## src/rtl/meta_update_sched_pkg.sv

```systemverilog
// Shared types and constants for the meta-predictor update scheduler.
// The meta table holds one 2-bit counter per index. Counter bit [1] set
// means "prefer the global predictor".
package meta_update_sched_pkg;

  localparam int         IDX_W    = 10;
  localparam logic [1:0] CTR_MIN  = 2'd0;
  localparam logic [1:0] CTR_MAX  = 2'd3;
  localparam logic [1:0] CTR_INIT = 2'b10;

  typedef enum logic [2:0] {
    INIT = 3'd0,
    IDLE = 3'd1,
    RD   = 3'd2,
    MOD  = 3'd3,
    WR   = 3'd4
  } state_t;

  // One resolved branch waiting to train the meta table
  typedef struct packed {
    logic [IDX_W-1:0] idx;
    logic             local_ok;
    logic             global_ok;
  } res_entry_t;

endpackage

```

## src/rtl/meta_update_sched_sat_counter2.sv

```systemverilog
// Saturating 2-bit up/down counter step used to train one meta-table entry.
// inc and dec together (or neither) leave the value unchanged.
module sat_counter2
  import meta_update_sched_pkg::*;
(
  input  logic [1:0] cur,
  input  logic       inc,
  input  logic       dec,
  output logic [1:0] nxt
);

  // Next counter value, clamped to [CTR_MIN, CTR_MAX]
  always_comb begin
    nxt = cur;
    if (inc && !dec) begin
      if (cur == CTR_MAX) begin
        nxt = CTR_MAX;
      end else begin
        nxt = cur + 2'd1;
      end
    end else if (dec && !inc) begin
      if (cur == CTR_MIN) begin
        nxt = CTR_MIN;
      end else begin
        nxt = cur - 2'd1;
      end
    end else begin
      nxt = cur;
    end
  end

endmodule

```

## src/rtl/meta_update_sched.sv

```systemverilog
// Meta-predictor update scheduler.
// Initialises the meta table after reset, serves prediction lookups with
// one-cycle latency, and trains the table from a queue of resolved branches
// by read-modify-write through the single table port. Lookups always win
// the table port; a pending write waits in WR until the port is free.
// Optional feature: define META_UPDATE_BYPASS_EN to forward the freshly
// computed counter to lookups that hit the in-flight index in MOD/WR.
module meta_update_sched
  import meta_update_sched_pkg::*;
#(
  parameter int TBL_DEPTH  = 1024,
  parameter int FIFO_DEPTH = 4
) (
  input  logic             CLK,
  input  logic             RESET,
  input  logic             Lookup_valid,
  input  logic [31:0]      Lookup_addr,
  output logic             Lookup_resp_valid,
  output logic             Use_global,
  input  logic             Resolve_valid,
  input  logic [31:0]      Resolve_addr,
  input  logic             Resolve_local_correct,
  input  logic             Resolve_global_correct,
  output logic             Resolve_ready,
  output logic             Tbl_en,
  output logic             Tbl_we,
  output logic [IDX_W-1:0] Tbl_idx,
  output logic [1:0]       Tbl_wdata,
  input  logic [1:0]       Tbl_rdata
);

  localparam int               PTR_W     = (FIFO_DEPTH > 1) ? $clog2(FIFO_DEPTH) : 1;
  localparam int               CNT_W     = $clog2(FIFO_DEPTH + 1);
  localparam logic [IDX_W-1:0] INIT_LAST = IDX_W'(TBL_DEPTH - 1);
  localparam logic [PTR_W-1:0] PTR_LAST  = PTR_W'(FIFO_DEPTH - 1);
  localparam logic [CNT_W-1:0] CNT_FULL  = CNT_W'(FIFO_DEPTH);

  state_t           state_r;
  logic [IDX_W-1:0] init_idx_r;
  res_entry_t       fifo_r [FIFO_DEPTH];
  logic [PTR_W-1:0] rd_ptr_r;
  logic [PTR_W-1:0] wr_ptr_r;
  logic [CNT_W-1:0] count_r;
  logic [1:0]       cur_r;
  logic             resp_valid_r;
  logic             resp_tbl_r;
  logic             byp_hit_r;
  logic             byp_bit_r;

  res_entry_t       head_s;
  logic             empty_s;
  logic             full_s;
  logic             head_agree_s;
  logic             push_s;
  logic             pop_s;
  logic             rd_issue_s;
  logic             bypass_hit_s;
  logic [1:0]       new_val_s;
  logic [IDX_W-1:0] lookup_idx_s;
  logic             unused_addr_bits_s;

  function automatic logic [PTR_W-1:0] ptr_inc(input logic [PTR_W-1:0] p);
    return (p == PTR_LAST) ? {PTR_W{1'b0}} : p + PTR_W'(1);
  endfunction

  assign head_s        = fifo_r[rd_ptr_r];
  assign empty_s       = (count_r == {CNT_W{1'b0}});
  assign full_s        = (count_r == CNT_FULL);
  assign head_agree_s  = (head_s.local_ok == head_s.global_ok);
  assign lookup_idx_s  = Lookup_addr[11:2];
  assign Resolve_ready = !full_s && (state_r != INIT);
  assign push_s        = Resolve_valid && Resolve_ready;
  // Agreeing heads carry no training information and retire immediately
  assign rd_issue_s    = (state_r == IDLE) && !empty_s && !head_agree_s && !Lookup_valid;
  assign pop_s         = ((state_r == IDLE) && !empty_s && head_agree_s) ||
                         ((state_r == WR) && !Lookup_valid);
  assign Lookup_resp_valid  = resp_valid_r;
  assign unused_addr_bits_s = ^{Lookup_addr[31:12], Lookup_addr[1:0],
                                Resolve_addr[31:12], Resolve_addr[1:0]};

`ifdef META_UPDATE_BYPASS_EN
  assign bypass_hit_s = Lookup_valid && ((state_r == MOD) || (state_r == WR)) &&
                        (lookup_idx_s == head_s.idx);
`else
  assign bypass_hit_s = 1'b0;
`endif

  sat_counter2 u_sat (
    .cur (cur_r),
    .inc (head_s.global_ok && !head_s.local_ok),
    .dec (head_s.local_ok && !head_s.global_ok),
    .nxt (new_val_s)
  );

  // Table port arbitration: INIT owns it, then lookups, then head read, then write-back
  always_comb begin
    Tbl_en    = 1'b0;
    Tbl_we    = 1'b0;
    Tbl_idx   = {IDX_W{1'b0}};
    Tbl_wdata = 2'b00;
    if (RESET) begin
      Tbl_en = 1'b0;
    end else if (state_r == INIT) begin
      Tbl_en    = 1'b1;
      Tbl_we    = 1'b1;
      Tbl_idx   = init_idx_r;
      Tbl_wdata = CTR_INIT;
    end else if (Lookup_valid) begin
      Tbl_en  = 1'b1;
      Tbl_idx = lookup_idx_s;
    end else if (rd_issue_s) begin
      Tbl_en  = 1'b1;
      Tbl_idx = head_s.idx;
    end else if (state_r == WR) begin
      Tbl_en    = 1'b1;
      Tbl_we    = 1'b1;
      Tbl_idx   = head_s.idx;
      Tbl_wdata = new_val_s;
    end else begin
      Tbl_en = 1'b0;
    end
  end

  // Prediction select: INIT-time lookups default to global, else forwarded or table value
  always_comb begin
    if (!resp_tbl_r) begin
      Use_global = 1'b1;
    end else if (byp_hit_r) begin
      Use_global = byp_bit_r;
    end else begin
      Use_global = Tbl_rdata[1];
    end
  end

  // Resolved-branch queue storage; occupancy lives in the control block below
  always_ff @(posedge CLK) begin
    if (push_s) begin
      fifo_r[wr_ptr_r] <= {Resolve_addr[11:2], Resolve_local_correct, Resolve_global_correct};
    end
  end

  // Control FSM, queue pointers and lookup response registers
  always_ff @(posedge CLK) begin
    if (RESET) begin
      state_r      <= INIT;
      init_idx_r   <= {IDX_W{1'b0}};
      rd_ptr_r     <= {PTR_W{1'b0}};
      wr_ptr_r     <= {PTR_W{1'b0}};
      count_r      <= {CNT_W{1'b0}};
      cur_r        <= CTR_INIT;
      resp_valid_r <= 1'b0;
      resp_tbl_r   <= 1'b0;
      byp_hit_r    <= 1'b0;
      byp_bit_r    <= 1'b0;
    end else begin
      resp_valid_r <= Lookup_valid;
      resp_tbl_r   <= Lookup_valid && (state_r != INIT);
      byp_hit_r    <= bypass_hit_s;
      byp_bit_r    <= new_val_s[1];
      if (push_s) begin
        wr_ptr_r <= ptr_inc(wr_ptr_r);
      end
      if (pop_s) begin
        rd_ptr_r <= ptr_inc(rd_ptr_r);
      end
      if (push_s && !pop_s) begin
        count_r <= count_r + CNT_W'(1);
      end else if (pop_s && !push_s) begin
        count_r <= count_r - CNT_W'(1);
      end
      case (state_r)
        INIT: begin
          init_idx_r <= init_idx_r + IDX_W'(1);
          if (init_idx_r == INIT_LAST) begin
            state_r <= IDLE;
          end
        end
        IDLE: begin
          if (rd_issue_s) begin
            state_r <= RD;
          end
        end
        RD: begin
          // Head read data is on the port now; a lookup issued this cycle lands next cycle
          cur_r   <= Tbl_rdata;
          state_r <= MOD;
        end
        MOD: begin
          state_r <= WR;
        end
        WR: begin
          if (!Lookup_valid) begin
            state_r <= IDLE;
          end
        end
        default: begin
          state_r <= INIT;
        end
      endcase
    end
  end

endmodule
```

## config.mk

```make
export PLATFORM = sky130hd
export DESIGN_NAME = meta_update_sched
export DESIGN_NICKNAME = d
export VERILOG_FILES = /design/src/rtl/meta_update_sched_pkg.sv /design/src/rtl/meta_update_sched_sat_counter2.sv /design/src/rtl/meta_update_sched.sv
export SDC_FILE = /design/constraint.sdc
export NUM_CORES = 1
export LEC_CHECK = 0
export CAP_MARGIN = 10
export CORE_MARGIN = 1.5
export CORE_UTILIZATION = 52
export DETAILED_ROUTE_END_ITERATION = 7
export MAX_ROUTING_LAYER = met4
export PLACE_DENSITY = 0.85
export SYNTH_ARGS = -nofsm -noshare
export SYNTH_HDL_FRONTEND = slang
export SYNTH_HIERARCHICAL = 1
export SYNTH_SLANG_ARGS = --single-unit
```

## constraint.sdc

```tcl
create_clock -name CLK -period 4.9 [get_ports CLK]
set_input_delay 0.98 -clock CLK [delete_from_list [all_inputs] [get_ports CLK]]
set_output_delay 0.98 -clock CLK [all_outputs]
set_load 0.05 [all_outputs]
```

Yosys cells after proc, flatten, opt, wreduce, memory -nomap -nowiden
Memory sizes are Yosys's and may differ from the RTL's. A register that Yosys moved wholly into a read port is not among the register bits.
Cells that the tools add are included.
- flip-flop bits (word level): 24
- memory bits (writable): 48
- input bits: 72
- output and inout port bits: 17
- word-level logic and storage cells: 96
- memories kept: 1
- memory list (memory ; words ; width ; read ports ; clocked after Yosys merged registers in ; wr ports ; RTL line ; source):
    fifo_r ; 4 ; 12 ; 1 ; 1 ; 1 ; meta_update_sched.sv:40 ; res_entry_t fifo_r [FIFO_DEPTH];
- $add $sub $neg: 7
- equal/unequal tests: 13
- muxes and demuxes: 36
- reductions and logical operators: 31
- operators with widths (kind ; number):
    $mux 10 ; 5
    $mux 2 ; 13
    $mux 3 ; 5
    $pmux 3 s5 ; 1
    $logic_and 1x1->1 ; 14
    $mux 1 ; 12
    $add 10x1->10 const B ; 1
    $eq 10x10->1 const B ; 1
    $logic_not 1->1 ; 10
    $add 2x1->2 const B ; 3
    $eq 2x2->1 const B ; 3
    $eq 3x2->1 const B ; 2
    $eq 3x3->1 const B ; 2
    $logic_not 3->1 ; 2
    $ne 2x2->1 const B ; 2
    $add 3x1->3 const B ; 1
    $eq 3x1->1 const B ; 1
    $reduce_and 3->1 ; 1
    $reduce_bool 3->1 ; 1
    $sub 3x1->3 const B ; 1
    $logic_not 2->1 ; 1
    $ne 2x1->1 const B ; 1
    $reduce_bool 2->1 ; 1
    $sub 2x1->2 const B ; 1
    other kinds (2) ; 2

Logic depth before layout (Yosys ltp)
Gate-level depths: netlist (run 1).
- depth after elaboration: 11
- gate-level depth with buffers: 13
- mapped depth without buffers: 12

Hierarchy
The synthesis (run 1) kept the hierarchy.
- by module, submodules not included (module ; times used ; cells each ; area an instance (um^2) ; seq. area each (um^2)):
    meta_update_sched ; 1 ; 260 ; 3334.4 ; 1961.9
    sat_counter2 ; 1 ; 10 ; 66.3 ; 0.0

Worst setup path before layout (run 1)
Ideal clock, no wire load.
- kind: input -> output
- from: input RESET
- to: output Tbl_wdata[1]
- data arrival time: 4.370 ns
- data required time: 3.920 ns
- path slack: -0.450 ns
- cell stages on the path: 3
- cell sequence: clkbuf_1 > a2111oi_0 > o21a_1
- longest elaborated chain between the ends: 1
- RTL lines (item ; RTL line ; source):
    start, declared ; meta_update_sched.sv:15 ; input logic RESET,
    $mux 2 ; meta_update_sched.sv:101 ; if (RESET) begin
    end, declared ; meta_update_sched.sv:28 ; output logic [1:0] Tbl_wdata,
No other way between the ends.

==> results of run 1 <==
-- worst min-delay path, stage by stage (launching register included) --
cell and delay (ns):
dfxtp_1 0.32, o21ai_0 0.07, a21oi_1 0.08
-- how the worst max path moves through the flow --
stage | end | slack (ns)
after detailed placement | Tbl_idx[1] | 0.80
after CTS | Tbl_idx[1] | 0.67
after global routing | Tbl_idx[5] | 0.59
after floorplan | Tbl_wdata[1] | 0.29
final | Tbl_idx[1] | 0.71
after global placement | Tbl_idx[1] | 0.84
-- power breakdown --
group	internal, mW	leakage [nW]	switching, mW	total (mW)
Sequential	0.664	0.641	0.00305	0.667
Clock	0.244	0.102	0.247	0.491
Combinational	0.0288	0.612	0.0305	0.0594
Total	0.937	1.36	0.281	1.22
-- cells in the mapped netlist (all sizes together) --
cell      n
o31ai     1
a21oi    12
a211o     1
o21a      1
nand2b    5
o21ai     5
nor3b     1
a2bb2oi  11
clkbuf    6
and4b     1
xor2      4
mux4     12
a211oi    3
nand4     2
ha        9
nor3     17
a2111oi   1
xnor2     6
nor2b     4
or3       4
nor4      4
mux2i     4
edfxtp   48
buf       9
nand2     8
nand3b    1
a31oi     1
o32ai     1
fa        1
and3b     1
or2b      1
nor2     40
inv       8
and2      5
dfxtp    26
o32a      1
or4       2
nand3     3
-- area by class of cell --
type / count / area [µm²]
inverters: 8 / 30.0
well taps: 77 / 96.3
repair buffers: 48 / 440
clock inverters: 7 / 81.3
flip-flops and latches: 74 / 1960
multi-input cells: 173 / 1330
clock buffers: 9 / 124
fillers: 474 / 2280
-- per-stage QoR --
stage                     cell area [µm²]  utilization  instances  power (mW)
after floorplan                      3400            -        270       0.706
after detailed placement             3860        0.608        380       0.741
after CTS                            4070        0.641        396        1.23
final                                4070        0.641        396        1.22
after global routing                 4070        0.641        396        1.26
after global placement               3860        0.608        380       0.739
-- flip-flops by register name (all words and copies together), names as in the netlist, named ones only --
signal	flops
wr_ptr_r	2
fifo_r	48
cur_r	2
resp_tbl_r	1
Lookup_resp_valid	1
rd_ptr_r	2
count_r	3
init_idx_r	10
state_r	3
-- per-layer routing --
metal  GRT usage  up-vias  share of wire
met5           -        -              0
met4      0.0924        0          0.022
met3      0.0465       16          0.047
met2       0.322       58           0.52
met1       0.249     1103           0.41
li1            -     1091              -
-- logic make-up after synthesis --
family,after synthesis
AO/OA/AOI/OAI,38
XOR/XNOR,10
adder cells (fa/ha/maj),10
buffers and inverters,23
flip-flops,74
multiplexers,16
AND/OR/NAND/NOR,99
==> impl_metrics.env, run 1 <==
export IMPL_fin_crit_ns=4.19
export IMPL_slowest_delay_ns=0.59
export IMPL_rrSetupSlack_ns=1.77
export IMPL_ys_types=49
export IMPL_cp_num_cells=8
export IMPL_grt_total_usage=0.203
export IMPL_drv_slew=0
export IMPL_syn_inst=270
export IMPL_cap_violations=0
export IMPL_grt_pass1_vias=2196
export IMPL_layout_setup_ws_ns=0.711
export IMPL_grt_max_degree=29
export IMPL_cts_buffers=9
export IMPL_clk_latency_ns=0.35
export IMPL_final_period_utilization=0.855
export IMPL_fp_row_count=29
export IMPL_place_congestion=0.766
export IMPL_drt_total_wl_um=6500
export IMPL_fp_dieArea_mm2=0.00703
export IMPL_r2r_cells=12
export IMPL_synth_top_family_by_area="simple AND/OR/NAND/NOR gates"
export IMPL_clock_fmax_mhz=239
export IMPL_wl_per_cell_um=16.4
export IMPL_nNetsFinal=396
export IMPL_setup_viol_count_final=0
export IMPL_path_clk_slew_ns=0.08
export IMPL_routed_via_density=5.73
export IMPL_drive_gt1_frac=0.172
export IMPL_tns_ns=0
export IMPL_cts_sinks=74
export IMPL_rsz0062_at_grt="false"
export IMPL_portBuffers=44
export IMPL_hold_buffers=0
export IMPL_yosysTopAreaCell="edfxtp_1"
export IMPL_worst_path_buf_inv=2
export IMPL_relSlewSlack=0.587
export IMPL_cp_top_family="simple AND/OR/NAND/NOR gates"
export IMPL_crit_fanout=12
export IMPL_synth_seq_area_share=0.577
export IMPL_synthToLayoutAreaGrowth_pct=19.6
export IMPL_io_pins=89
export IMPL_post_dp_hpwl_um=4420
export IMPL_synthSimpleGateAreaFrac=0.153
export IMPL_final_cell_mix="edfxtp_1 (48), nor2_1 (40), clkdlybuf4s50_1 (32)"
export IMPL_status="finished, final reports clean"
export IMPL_post_place_ws_ns=0.798
export IMPL_synth_compound_area_frac=0.0828
export IMPL_worst_pin_slew_ns=0.620
export IMPL_drt_pass1_iter_count=4
export IMPL_cts_tree="done"
export IMPL_die_y_um=83.9
export IMPL_p_leak_nw=1.36
export IMPL_root_buffer="clkbuf_8"
export IMPL_startpoint_type="flip-flop"
export IMPL_criticalPathCategory="reg2out"
export IMPL_post_cts_buffers=0
export IMPL_vias=2268
export IMPL_final_common_cell="edfxtp_1"
export IMPL_synth_fp_nets=352
export IMPL_cp_slowest_cell="mux4_2"
export IMPL_critPathArrivalTime_ns=3.21
export IMPL_path_cells="buf_4, mux4_2, ha_1, or4_4, a2bb2oi_2, a2bb2oi_1, nor3_1, buf_4"
export IMPL_r2r_end="count_r[2]"
export IMPL_antenna_found_initial=0
export IMPL_worst_hold_path_num_cells=2
export IMPL_drc=0
export IMPL_hold_path_class="reg2reg"
export IMPL_gr_total_overflow=0
export IMPL_min_from="rd_ptr_r[1]"
export IMPL_initial_utilization=0.536
export IMPL_power_density_mw_per_mm2=299
export IMPL_worstPathRequired_ns=3.92
export IMPL_synth_area_top_cells="edfxtp_1 (42%), dfxtp_1 (15%), mux4_2 (7.9%), nor2_1 (4.4%), ha_1 (3.3%)"
export IMPL_synthAdderAreaFrac=0.0390
export IMPL_antenna_cells=0
export IMPL_synth_area_mm2=0.00340
export IMPL_end_kind="output port"
export IMPL_postRouteAntennaNets=0
export IMPL_die_width_um=83.9
export IMPL_synth_xor_area_frac=0.0258
export IMPL_drtIter0Drc=137
export IMPL_cp_common_cell="buf_4"
export IMPL_synth_top_cell_area_share=0.424
export IMPL_syn_area_per_cell_um2=12.6
export IMPL_ys_ff_latch=74
export IMPL_clockBufferDepth=2
export IMPL_grt_pass1_wl_um=10500
export IMPL_finalHoldViolations=0
export IMPL_cts_resized=0
export IMPL_core_area_mm2=0.00635
export IMPL_synth_mux_area_frac=0.0912
export IMPL_irDropWorstVdd_v=0.000297
export IMPL_hold_ws_ns=0.516
export IMPL_htree_levels=3
export IMPL_yosysWarningCount=6
export IMPL_fin_worst_skew_ns=0.0104
Note: power is estimated with default switching activity, not from simulation.
==> run 2, diff against run 1 <==
ABC_CLOCK_PERIOD_IN_PS = 3800   (was default)
CAP_MARGIN = 15   (was 10)
CORE_UTILIZATION = 44   (was 52)
PLACE_DENSITY = 0.76   (was 0.85)
clock period = 3.8 ns   (was 4.9 ns; I/O delays follow)
==> impl_metrics.env, run 2 (synthesis results as in run 1) <==
export IMPL_portBuffers=44
export IMPL_multi_input_area_mm2=0.00138
export IMPL_criticalPathCategory="reg2out"
export IMPL_post_dp_cell_area_mm2=0.00412
export IMPL_fin_worst_skew_ns=0.0138
export IMPL_dp_cells=404
export IMPL_final_seq_area_mm2=0.00196
export IMPL_postRouteAntennaNets=0
export IMPL_end_kind="output port"
export IMPL_core_area_mm2=0.00737
export IMPL_path_clk_slew_ns=0.08
export IMPL_die_y_um=90.9
export IMPL_cts_buffers=9
export IMPL_intPower_mw=1.21
export IMPL_total_power_mw=1.57
export IMPL_largest_reg_flops=48
export IMPL_reg_top3="fifo_r (48), init_idx_r (10)"
export IMPL_drtIter0Drc=102
export IMPL_cts_sinks=74
export IMPL_startpoint_type="flip-flop"
export IMPL_drv_slew=0
export IMPL_initial_utilization=0.461
export IMPL_largest_register="fifo_r"
export IMPL_share_comb_of_total_power=0.057
export IMPL_fin_crit_ns=3.69
export IMPL_rsz0062_at_grt="false"
export IMPL_clock_fmax_mhz=271
export IMPL_crit_fanout=10
export IMPL_critPathArrivalTime_ns=2.93
export IMPL_irDropWorstVdd_v=0.000266
export IMPL_grt_max_degree=36
export IMPL_critPathCapture="Tbl_idx[8]"
export IMPL_htree_levels=3
export IMPL_worst_pin_slew_ns=0.645
export IMPL_fillers=602
export IMPL_worstPathRequired_ns=3.04
export IMPL_final_common_cell="edfxtp_1"
export IMPL_switching_share=0.228
export IMPL_routed_via_density=5.28
export IMPL_clockBufferDepth=2
export IMPL_rrSetupSlack_ns=0.91
export IMPL_finalHoldViolations=0
export IMPL_io_pins=89
export IMPL_grt_pass1_wl_um=10900
export IMPL_post_dp_hpwl_um=4490
export IMPL_fin_util=0.586
export IMPL_relSlewSlack=0.570
export IMPL_fp_row_count=31
export IMPL_hold_ws_ns=0.490
export IMPL_post_cts_buffers=0
export IMPL_antenna_found_initial=0
export IMPL_r2r_end="count_r[2]"
export IMPL_wl_per_cell_um=15.4
export IMPL_hold_path_class="reg2reg"
export IMPL_setup_viol_count_final=0
export IMPL_root_buffer="clkbuf_8"
export IMPL_final_period_utilization=0.972
export IMPL_gr_total_overflow=0
export IMPL_layout_setup_ws_ns=0.105
export IMPL_power_density_mw_per_mm2=363
export IMPL_grt_pass1_vias=2191
export IMPL_r2r_cells=12
export IMPL_p_clk_frac=0.395
export IMPL_clk_latency_ns=0.36
export IMPL_nNetsFinal=398
export IMPL_place_congestion=0.768
export IMPL_status="finished, final reports clean"
export IMPL_drc=0
export IMPL_p_switching_mw=0.357
export IMPL_post_place_ws_ns=0.385
export IMPL_grt_total_usage=0.178
export IMPL_p_seq_frac=0.549
export IMPL_drt_pass1_iter_count=4
export IMPL_synthToLayoutAreaGrowth_pct=27.1
export IMPL_cap_violations=0
export IMPL_final_cell_mix="edfxtp_1 (48), nor2_1 (40), clkdlybuf4s50_1 (30)"
export IMPL_p_leak_nw=1.42
export IMPL_drt_total_wl_um=6470
export IMPL_die_width_um=90.9
export IMPL_stdcell_count=420
export IMPL_fp_dieArea_mm2=0.00827
export IMPL_antenna_cells=0
export IMPL_fin_area_mm2=0.00432
export IMPL_vias=2219
export IMPL_tns_ns=0
export IMPL_cts_tree="done"
export IMPL_drive_gt1_frac=0.212
[run 2: cell types whose count changed in the layout (fill, tap and decap cells not counted), moves of 2 or more]
| cell | before | now |
|---|---|---|
| buf_4 | 16 | 6 |
| inv_6 | 5 | 2 |
| clkinv_4 | 0 | 2 |
| nor3_1 | 14 | 6 |
| buf_12 | 0 | 14 |
| nor3_2 | 3 | 11 |
| clkdlybuf4s50_1 | 32 | 30 |
[run 2: routing by layer]
metal,part of all wire,up-vias,track usage
met5,0,-,-
met3,0.039,17,0.0513
met1,0.47,1069,0.224
li1,-,1090,-
met4,0.026,0,0.0768
met2,0.47,43,0.270
[run 2: critical path, stage by stage (launching register included)]
cell and delay [ns]:
dfxtp_2 0.39, mux4_2 0.56, inv_1 0.08, ha_1 0.27, or4_4 0.43, a2bb2oi_2 0.24
a2bb2oi_1 0.20, nor3_2 0.24, buf_12 0.17
[run 2: final cells by class]
class / count / area share
clock inverter: 7 / 0.0177
multi-input combinational: 173 / 0.319
sequential: 74 / 0.454
inverter: 8 / 0.00695
tap: 99 / 0.0287
timing repair buffer: 50 / 0.145
clock buffer: 9 / 0.0287
[run 2: worst min path at each step]
stage                        from       endpoint  slack [ns]  cells past startpoint
floorplan           init_idx_r[1]  init_idx_r[1]        0.47                      2
global placement    init_idx_r[1]  init_idx_r[1]        0.48                      2
detailed placement  init_idx_r[1]  init_idx_r[1]        0.48                      2
CTS                 init_idx_r[1]  init_idx_r[1]        0.49                      2
global route        init_idx_r[1]  init_idx_r[1]        0.52                      2
finish              init_idx_r[1]  init_idx_r[1]        0.49                      2
[run 2: power groups by stage]
stage / combinational, mW / clock [mW] / sequential (mW)
floorplan: 0.0325 / 0 / 0.880
global placement: 0.0876 / 0 / 0.879
detailed placement: 0.0891 / 0 / 0.879
CTS: 0.0893 / 0.635 / 0.860
global route: 0.0948 / 0.667 / 0.861
finish: 0.0886 / 0.619 / 0.860
[run 2: timing repair]
action	in CTS	in global routing
hold buffers	0	0
gates resized for setup	1	0
setup endpoints to repair	2	4
pin swaps	0	4
